`src/rtl/vote_sequencer.sv`:
```
// vote_sequencer: sequential front end for a five-input 3-of-5 majority voter.
// Opens a round on start, collects one ballot per voter over valid/ack
// handshakes, closes on settle / all-voted / timeout, then publishes the
// majority result with a one-cycle result_valid pulse.
//
// Ports:
//   clk          clock, rising edge
//   rst          synchronous active-high reset
//   start        opens a round (sampled only in IDLE)
//   vote_valid   per-voter ballot presentation
//   vote_value   per-voter ballot value, qualified by vote_valid
//   vote_ack     one-cycle pulse the cycle after a ballot is accepted
//   busy         high while in COLLECT or DECIDE
//   voted_mask   voters whose ballot has been latched this round
//   result       majority decision of the last round
//   result_valid one-cycle pulse in DECIDE
//   timed_out    last round closed by timeout (without settling)
module vote_sequencer #(
  parameter int unsigned TIMEOUT = 16,
  parameter int unsigned TW      = 5
) (
  input  logic       clk,
  input  logic       rst,
  input  logic       start,
  input  logic [4:0] vote_valid,
  input  logic [4:0] vote_value,
  output logic [4:0] vote_ack,
  output logic       busy,
  output logic [4:0] voted_mask,
  output logic       result,
  output logic       result_valid,
  output logic       timed_out
);

  localparam int unsigned NV = 5;
  localparam int unsigned CW = 3;

  typedef enum logic [1:0] {
    IDLE    = 2'd0,
    COLLECT = 2'd1,
    DECIDE  = 2'd2
  } state_t;

  state_t         state;
  state_t         state_nxt;
  logic [NV-1:0]  ballots;
  logic [NV-1:0]  ballots_nxt;
  logic [NV-1:0]  mask_nxt;
  logic [NV-1:0]  ack_nxt;
  logic [NV-1:0]  accept;
  logic [TW-1:0]  cnt;
  logic [TW-1:0]  cnt_nxt;
  logic           result_nxt;
  logic           timed_out_nxt;
  logic [CW-1:0]  ones;
  logic [CW-1:0]  zeros;
  logic           settled;
  logic           complete;
  logic           tmo_hit;

  // Population count of a five-bit vector.
  function automatic logic [CW-1:0] pop5(input logic [NV-1:0] v);
    logic [CW-1:0] s;
    s = '0;
    for (int i = 0; i < int'(NV); i++) begin
      s = s + CW'(v[i]);
    end
    return s;
  endfunction

  // State register.
  always_ff @(posedge clk) begin
    if (rst) state <= IDLE;
    else     state <= state_nxt;
  end

  // Next-state and next-value logic; tallies include this cycle's accepts.
  always_comb begin
    state_nxt     = state;
    ballots_nxt   = ballots;
    mask_nxt      = voted_mask;
    ack_nxt       = '0;
    cnt_nxt       = cnt;
    result_nxt    = result;
    timed_out_nxt = timed_out;
    accept        = '0;
    ones          = '0;
    zeros         = '0;
    settled       = 1'b0;
    complete      = 1'b0;
    tmo_hit       = 1'b0;

    case (state)
      IDLE: begin
        if (start) begin
          state_nxt     = COLLECT;
          ballots_nxt   = '0;
          mask_nxt      = '0;
          result_nxt    = 1'b0;
          timed_out_nxt = 1'b0;
          cnt_nxt       = '0;
        end
      end

      COLLECT: begin
        accept      = vote_valid & ~voted_mask;
        mask_nxt    = voted_mask | accept;
        ballots_nxt = (ballots & ~accept) | (vote_value & accept);
        ack_nxt     = accept;
        ones        = pop5(ballots_nxt & mask_nxt);
        zeros       = pop5(~ballots_nxt & mask_nxt);
        settled     = (ones >= CW'(3)) || (zeros >= CW'(3));
        complete    = &mask_nxt;
        tmo_hit     = (cnt == TW'(TIMEOUT - 1));
        if (settled || complete || tmo_hit) begin
          state_nxt     = DECIDE;
          result_nxt    = (ones >= CW'(3));
          // A settle on the timeout cycle is a normal close, not a timeout.
          timed_out_nxt = tmo_hit && !settled;
        end else begin
          cnt_nxt = cnt + TW'(1);
        end
      end

      DECIDE: begin
        state_nxt = IDLE;
      end

      default: begin
        state_nxt = IDLE;
      end
    endcase
  end

  // Datapath and registered outputs.
  always_ff @(posedge clk) begin
    if (rst) begin
      ballots      <= '0;
      voted_mask   <= '0;
      vote_ack     <= '0;
      cnt          <= '0;
      result       <= 1'b0;
      timed_out    <= 1'b0;
      busy         <= 1'b0;
      result_valid <= 1'b0;
    end else begin
      ballots      <= ballots_nxt;
      voted_mask   <= mask_nxt;
      vote_ack     <= ack_nxt;
      cnt          <= cnt_nxt;
      result       <= result_nxt;
      timed_out    <= timed_out_nxt;
      busy         <= (state_nxt != IDLE);
      result_valid <= (state_nxt == DECIDE);
    end
  end

endmodule

```
`config.mk`:
```
export PLATFORM = sky130hd
export DESIGN_NAME = vote_sequencer
export DESIGN_NICKNAME = d
export VERILOG_FILES = /design/src/rtl/vote_sequencer.sv
export SDC_FILE = /design/constraint.sdc
export NUM_CORES = 1
export LEC_CHECK = 0
export ABC_AREA = 0
export CELL_PAD_IN_SITES_DETAIL_PLACEMENT = 0
export CELL_PAD_IN_SITES_GLOBAL_PLACEMENT = 2
export CORE_MARGIN = 4
export CORE_UTILIZATION = 30
export DETAILED_ROUTE_END_ITERATION = 10
export PLACE_DENSITY_LB_ADDON = 0.1
export SYNTH_ARGS = -nofsm -noshare
export SYNTH_HDL_FRONTEND = slang
export SYNTH_SLANG_ARGS = --single-unit
```
`constraint.sdc`:
```
create_clock -name clk -period 4 [get_ports clk]
set_input_delay 0.8 -clock clk [delete_from_list [all_inputs] [get_ports clk]]
set_output_delay 0.8 -clock clk [all_outputs]
set_load 0.02 [all_outputs]
```
==> flow_summary.json, run 1 <==
{
  "status": "completed",
  "hold_class": "reg -> reg",
  "netSwitchingPower_w": 0.000256,
  "drt-pass1-iter-count": 4,
  "synthMuxAreaShare_pct": 0.840,
  "r2r_cells": 10,
  "fin_hold_ws_ns": 0.497,
  "skew_ns": 0.00476,
  "slew_headroom_pct": 68.2,
  "synth_cell_type_count": 33,
  "pwr-share-comb_pct": 33.1,
  "path_clk_slew_ns": 0.10,
  "cp-start-kind": "input port",
  "cp.required_ns": 4.17,
  "crit_type": "in -> reg",
  "fillers": 443,
  "start_util_pct": 30.8,
  "syn_area_mm2": 0.00134,
  "design_area_mm2": 0.00181,
  "synthXorXnorAreaFrac_pct": 0.653,
  "dieArea_mm2": 0.00560,
  "drc": 0,
  "r2r_slack_ns": 0.71,
  "rr_endpoint": "cnt[3]",
  "cts.path.max_buffers": 2,
  "antenna_found_initial": 0,
  "routed_wl_mm": 3.39,
  "grt_max_degree": 16,
  "nets": 211,
  "clk_latency_ns": 0.27,
  "p_total_w": 0.000801,
  "fp.dieH_um": 74.9,
  "synth-seq-area-share_pct": 38.8,
  "ctsHtreeMaxLevel": 1,
  "numCtsBuffers": 3,
  "period_share_pct": 96.4,
  "fin_crit_ns": 3.85,
  "swShare_pct": 32.0,
  "p_seq_share_pct": 38.9,
  "power.share.clock_pct": 28.1,
  "power.density_mw_per_mm2": 443,
  "synth-edff-count": 0,
  "tightest_slew_ns": 0.473,
  "place_area_mm2": 0.00172,
  "gp_congestion": 0.781,
  "yosys.area_share.adder_pct": 10.6,
  "ant_nets": 0,
  "ir_drop_v": 0.000209,
  "synth_common_cells": "26 x dfxtp_1, 18 x nor2_1, 13 x nor2b_1, 12 x a21oi_1, 12 x inv_1",
  "drive_gt1_share_pct": 12.2,
  "synth_cells": 152,
  "hold_violations": 0,
  "synth_compound_gate_area_share_pct": 23.7,
  "port-buffer-count": 26,
  "first_global_vias": 1145,
  "wl_per_cell_um": 14.1,
  "setup_viol": 0,
  "root_buffer": "clkbuf_8",
  "synth_seq_cells": 26,
  "maxSlewViolCount": 0,
  "crit_end": "cnt[3]",
  "worst-path-max-fanout": 5,
  "yosys_warnings": 0,
  "tritoncts": "built",
  "p_int_w": 0.000545,
  "io_pins": 27,
  "grt_usage_pct": 12.8,
  "grt_pass1_wl_mm": 5.50,
  "crit_arrival_ns": 4.03,
  "avgSynthCellArea_um2": 8.82,
  "end_kind": "flip-flop",
  "ys_async_sr_fraction_pct": 0,
  "synth_area_leader_cell": "dfxtp_1",
  "rows": 24,
  "drtIter0Drc": 61,
  "vias": 1206,
  "p_leak_nw": 0.747,
  "via_per_inst": 5.03,
  "synth_flop_cell": "dfxtp_1",
  "synth_nets": 174,
  "diodes": 0,
  "die_x_um": 74.9,
  "timing.fmax_mhz": 259,
  "yosys-top-cells-area": "dfxtp_1 39%, nor2b_1 6.1%, fa_1 6.0%",
  "r2r-start": "voted_mask[3]",
  "startpoint": "vote_valid[0]",
  "clock-sinks": 26,
  "synth_top_family_by_area": "compound AO/OA/AOI/OAI gates",
  "area_growth_pct": 34.7,
  "yosysTopAreaCellShare_pct": 38.8,
  "dp_hpwl_mm": 2.52,
  "drv_cap": 0,
  "synth-simple-area-share_pct": 21.1,
  "core_mm2": 0.00435,
  "overflow": 0,
  "yosysMostFrequentCell": "dfxtp_1",
  "holdPathStages": 1
}
## stage by stage
stage                     worst slack, ns  setup TNS (ns)  std cells  util, %
after CTS                           0.115               0        240     41.2
after global placement             -0.109          -0.180        236     39.5
after floorplan                     0.412               0        152        -
after global routing             -0.00469        -0.00469        240     41.5
final                               0.146               0        240     41.5
after detailed placement           -0.172          -0.556        236     39.5
## logic make-up after synthesis
logic type	Yosys count
flops	26
mux	1
fa+ha+maj	9
xor+xnor	1
simple gates	54
buf+inv	15
compound gates	46
## registers in the layout, indices dropped and copies added (netlist names)
register      flops
timed_out         1
result            1
state             2
cnt               5
busy              1
voted_mask        5
ballots           5
vote_ack          5
result_valid      1
## repair_timing
action / CTS / global route
setup endpoints to repair: 0 / 2
resized for setup: 0 / 3
setup buffers: 0 / 0
endpoints found under the hold margin: 0 / 0
hold buffers: 0 / 0
## area by class of cell
class	instances	area, um^2	area share (%)
clock buffer	3	41.3	2.29
inverter	12	45.0	2.49
timing repair buffer	35	328	18.1
sequential	26	520	28.8
multi-input combinational	111	777	43.0
tap	52	65.1	3.60
clock inverter	1	30.0	1.66
## how the worst min path moves through the flow
| stage | startpoint | endpoint | slack, ns |
|---|---|---|---|
| after floorplan | cnt[4] | cnt[4] | 0.45 |
| after global placement | cnt[4] | cnt[4] | 0.47 |
| after detailed placement | cnt[4] | cnt[4] | 0.47 |
| after CTS | cnt[4] | cnt[4] | 0.50 |
| after global routing | cnt[4] | cnt[4] | 0.53 |
| final | cnt[4] | cnt[4] | 0.50 |
## critical path: stages
cell and delay [ns]:
clkdlybuf4s50_1 0.52, nor2b_1 0.17, a22oi_1 0.10, fa_1 0.53, fa_1 0.43, inv_1 0.06, ha_1 0.21, nor2b_1 0.14
a2111o_1 0.30, o41a_1 0.39, a221o_1 0.37
## per-layer routing
| layer | up-vias | wire [um] | track usage [%] |
|---|---|---|---|
| met3 | 6 | 161 | 2.67 |
| met2 | 28 | 1500 | 20.7 |
| met1 | 569 | 1670 | 16.7 |
| met5 | - | 0 | 0 |
| met4 | 0 | 57 | 4.94 |
| li1 | 603 | - | - |
## placed cells by master (no fill, tap or decap), types with 2 or more instances in the layout
| cell | instances |
|---|---|
| a21oi_1 | 11 |
| inv_1 | 12 |
| nor3_1 | 3 |
| clkbuf_8 | 3 |
| a22oi_2 | 2 |
| nand2_1 | 7 |
| buf_4 | 9 |
| nand2b_1 | 6 |
| clkdlybuf4s50_1 | 26 |
| dfxtp_1 | 26 |
| nor2b_1 | 13 |
| a22o_2 | 3 |
| o21ai_0 | 11 |
| a22o_1 | 5 |
| nor2_1 | 18 |
| ha_1 | 5 |
| o22ai_1 | 2 |
| o21bai_1 | 2 |
| fa_1 | 4 |
| a22oi_1 | 2 |
| nor4_1 | 2 |
## power by group through the flow
| stage | clock network [W] | registers, W | logic (W) |
|---|---|---|---|
| after floorplan | 0 | 0.000321 | 0.000142 |
| after global placement | 0 | 0.000316 | 0.000264 |
| after detailed placement | 0 | 0.000317 | 0.000264 |
| after CTS | 0.000230 | 0.000311 | 0.000267 |
| after global routing | 0.000240 | 0.000316 | 0.000300 |
| final | 0.000225 | 0.000311 | 0.000265 |
Power figures use the tool's default switching activity.
==> inputs of run 2 (changes only) <==
- SETUP_SLACK_MARGIN: not set -> 0.15
==> run 2 against run 1 <==
Compared with the run above:
- hold slack got worse by 0.0023 ns
- via count rose by 0.50%
- clock-buffer cell count did not move
- sequential cell count did not move
- sequential share of layout area fell by 0.61 points
- critical endpoint is now cnt[1]
- clock skew fell by 0.0017 ns
- first-iteration DRC count rose by 31%
- combinational power rose by 4%
- register-to-register slack got worse by 0.02 ns
- highest routed layer unchanged
- power rose by 1.6%
==> flow_summary.json, run 2 (synthesis results as in run 1) <==
{
  "status": "completed",
  "dieArea_mm2": 0.00560,
  "io_pins": 27,
  "met3_usage_pct": 2.67,
  "use_met2_pct": 21.2,
  "hold_violations": 0,
  "routed_wl_mm": 3.43,
  "most-common-layout-cells": "26 x dfxtp_1, 22 x clkdlybuf4s50_1, 18 x nor2_1, 12 x inv_1",
  "root_buffer": "clkbuf_8",
  "drive_gt1_share_pct": 15.3,
  "power.density_mw_per_mm2": 441,
  "r2r_cells": 11,
  "grt_pass1_wl_mm": 5.55,
  "path_clk_slew_ns": 0.10,
  "fin_crit_ns": 3.66,
  "cp-start-kind": "input port",
  "timing.fmax_mhz": 273,
  "hold_class": "reg -> reg",
  "drtIter0Drc": 80,
  "clock-sinks": 26,
  "via_per_inst": 5.03,
  "gp_congestion": 0.781,
  "core_mm2": 0.00435,
  "skew_ns": 0.00304,
  "dp_cells": 236,
  "tightest_slew_ns": 0.564,
  "ant_nets": 0,
  "cp.required_ns": 4.18,
  "r2r_slack_ns": 0.69,
  "drc": 0,
  "die_x_um": 74.9,
  "drv_cap": 0,
  "grt_usage_pct": 12.9,
  "first_global_vias": 1170,
  "ir_drop_v": 0.000211,
  "period_share_pct": 91.5,
  "layoutNonFillerInstCount": 241,
  "grt_max_degree": 16,
  "holdPathStages": 1,
  "dp_hpwl_mm": 2.52,
  "use_met1_pct": 16.5,
  "area_growth_pct": 37.6,
  "tritoncts": "built",
  "p_leak_nw": 0.787,
  "wl_per_cell_um": 14.2,
  "min_to": "cnt[4]",
  "maxSlewViolCount": 0,
  "r2r-start": "voted_mask[3]",
  "start_util_pct": 30.8,
  "rows": 24,
  "final_common_cell": "dfxtp_1",
  "crit_arrival_ns": 3.84,
  "cts.path.max_buffers": 2,
  "worst-path-max-fanout": 4,
  "end_kind": "flip-flop",
  "grt_setup_unrepaired": "no",
  "slew_headroom_pct": 62.1,
  "overflow": 0,
  "numCtsBuffers": 3,
  "crit_type": "in -> reg",
  "antenna_found_initial": 0,
  "port-buffer-count": 26,
  "min_from": "cnt[4]",
  "ctsHtreeMaxLevel": 1,
  "vias": 1212,
  "nets": 212,
  "rr_endpoint": "cnt[1]",
  "diodes": 0,
  "p_total_w": 0.000814,
  "tns_ns": 0,
  "grt-busiest-layer": "met2",
  "drt-pass1-iter-count": 4,
  "clk_latency_ns": 0.27,
  "setup_viol": 0,
  "fp.dieH_um": 74.9
}
run 2: changes by cell type in the layout (fill, tap and decap cells not counted):
cell,change
nor4_1,-1
dlymetal6s2s_1,+2
a21oi_2,+2
nor2b_1,-2
a21oi_1,-2
dlygate4sd2_1,+2
clkdlybuf4s50_1,-4
nor2b_4,+2
nor4_2,+1
buf_4,+1
run 2: where the power goes:
| part | internal (W) | switching [W] | leakage (nW) |
|---|---|---|---|
| Clock | 0.000134 | 0.0000920 | 0.0357 |
| Combinational | 0.000135 | 0.000140 | 0.540 |
| Sequential | 0.000282 | 0.0000309 | 0.212 |
run 2: critical path, cell delays in order:
cell             delay, ns
clkdlybuf4s50_1       0.52
nor2_1                0.07
a21oi_2               0.14
fa_1                  0.47
fa_1                  0.42
inv_1                 0.08
ha_1                  0.22
a2111o_1              0.38
o41a_1                0.38
buf_4                 0.16
a22o_2                0.19
run 2: metal layers:
| metal | share of wire [%] | up-vias |
|---|---|---|
| li1 | - | 607 |
| met1 | 49 | 573 |
| met2 | 45 | 26 |
| met3 | 4.6 | 6 |
| met4 | 1.7 | 0 |
| met5 | 0 | - |
run 2: area by class of cell:
type / instances / area [um^2]
timing repair buffer: 36 / 338
clock inverter: 1 / 30.0
clock buffer: 3 / 41.3
tap: 52 / 65.1
fill: 436 / 2510
sequential: 26 / 520
multi-input combinational: 111 / 806
inverter: 12 / 45.0
run 2: how the worst max path moves through the flow:
stage | startpoint | endpoint | slack [ns] | cells past startpoint
final | vote_value[1] | cnt[1] | 0.34 | 11
after global routing | vote_value[1] | cnt[1] | 0.16 | 12
after CTS | vote_valid[1] | cnt[4] | 0.15 | 12
after detailed placement | vote_valid[3] | cnt[3] | -0.17 | 11
after global placement | vote_valid[3] | cnt[3] | -0.11 | 11
after floorplan | vote_valid[1] | cnt[3] | 0.41 | 10
run 2: stage by stage:
step	hold WS [ns]	utilization [%]	instance area, um^2	setup WS [ns]
global route	0.531	42.4	1850	0.159
global placement	0.467	39.5	1720	-0.109
finish	0.495	42.4	1850	0.340
detailed placement	0.469	39.5	1720	-0.172
CTS	0.496	42.0	1830	0.150
floorplan	0.448	-	1340	0.412
run 2: what timing repair did:
action / CTS / global route
setup endpoints to repair: 1 / 7
pin swaps: 5 / 3
hold buffers: 0 / 0
buffers inserted: 1 / 0
resized for setup: 9 / 5
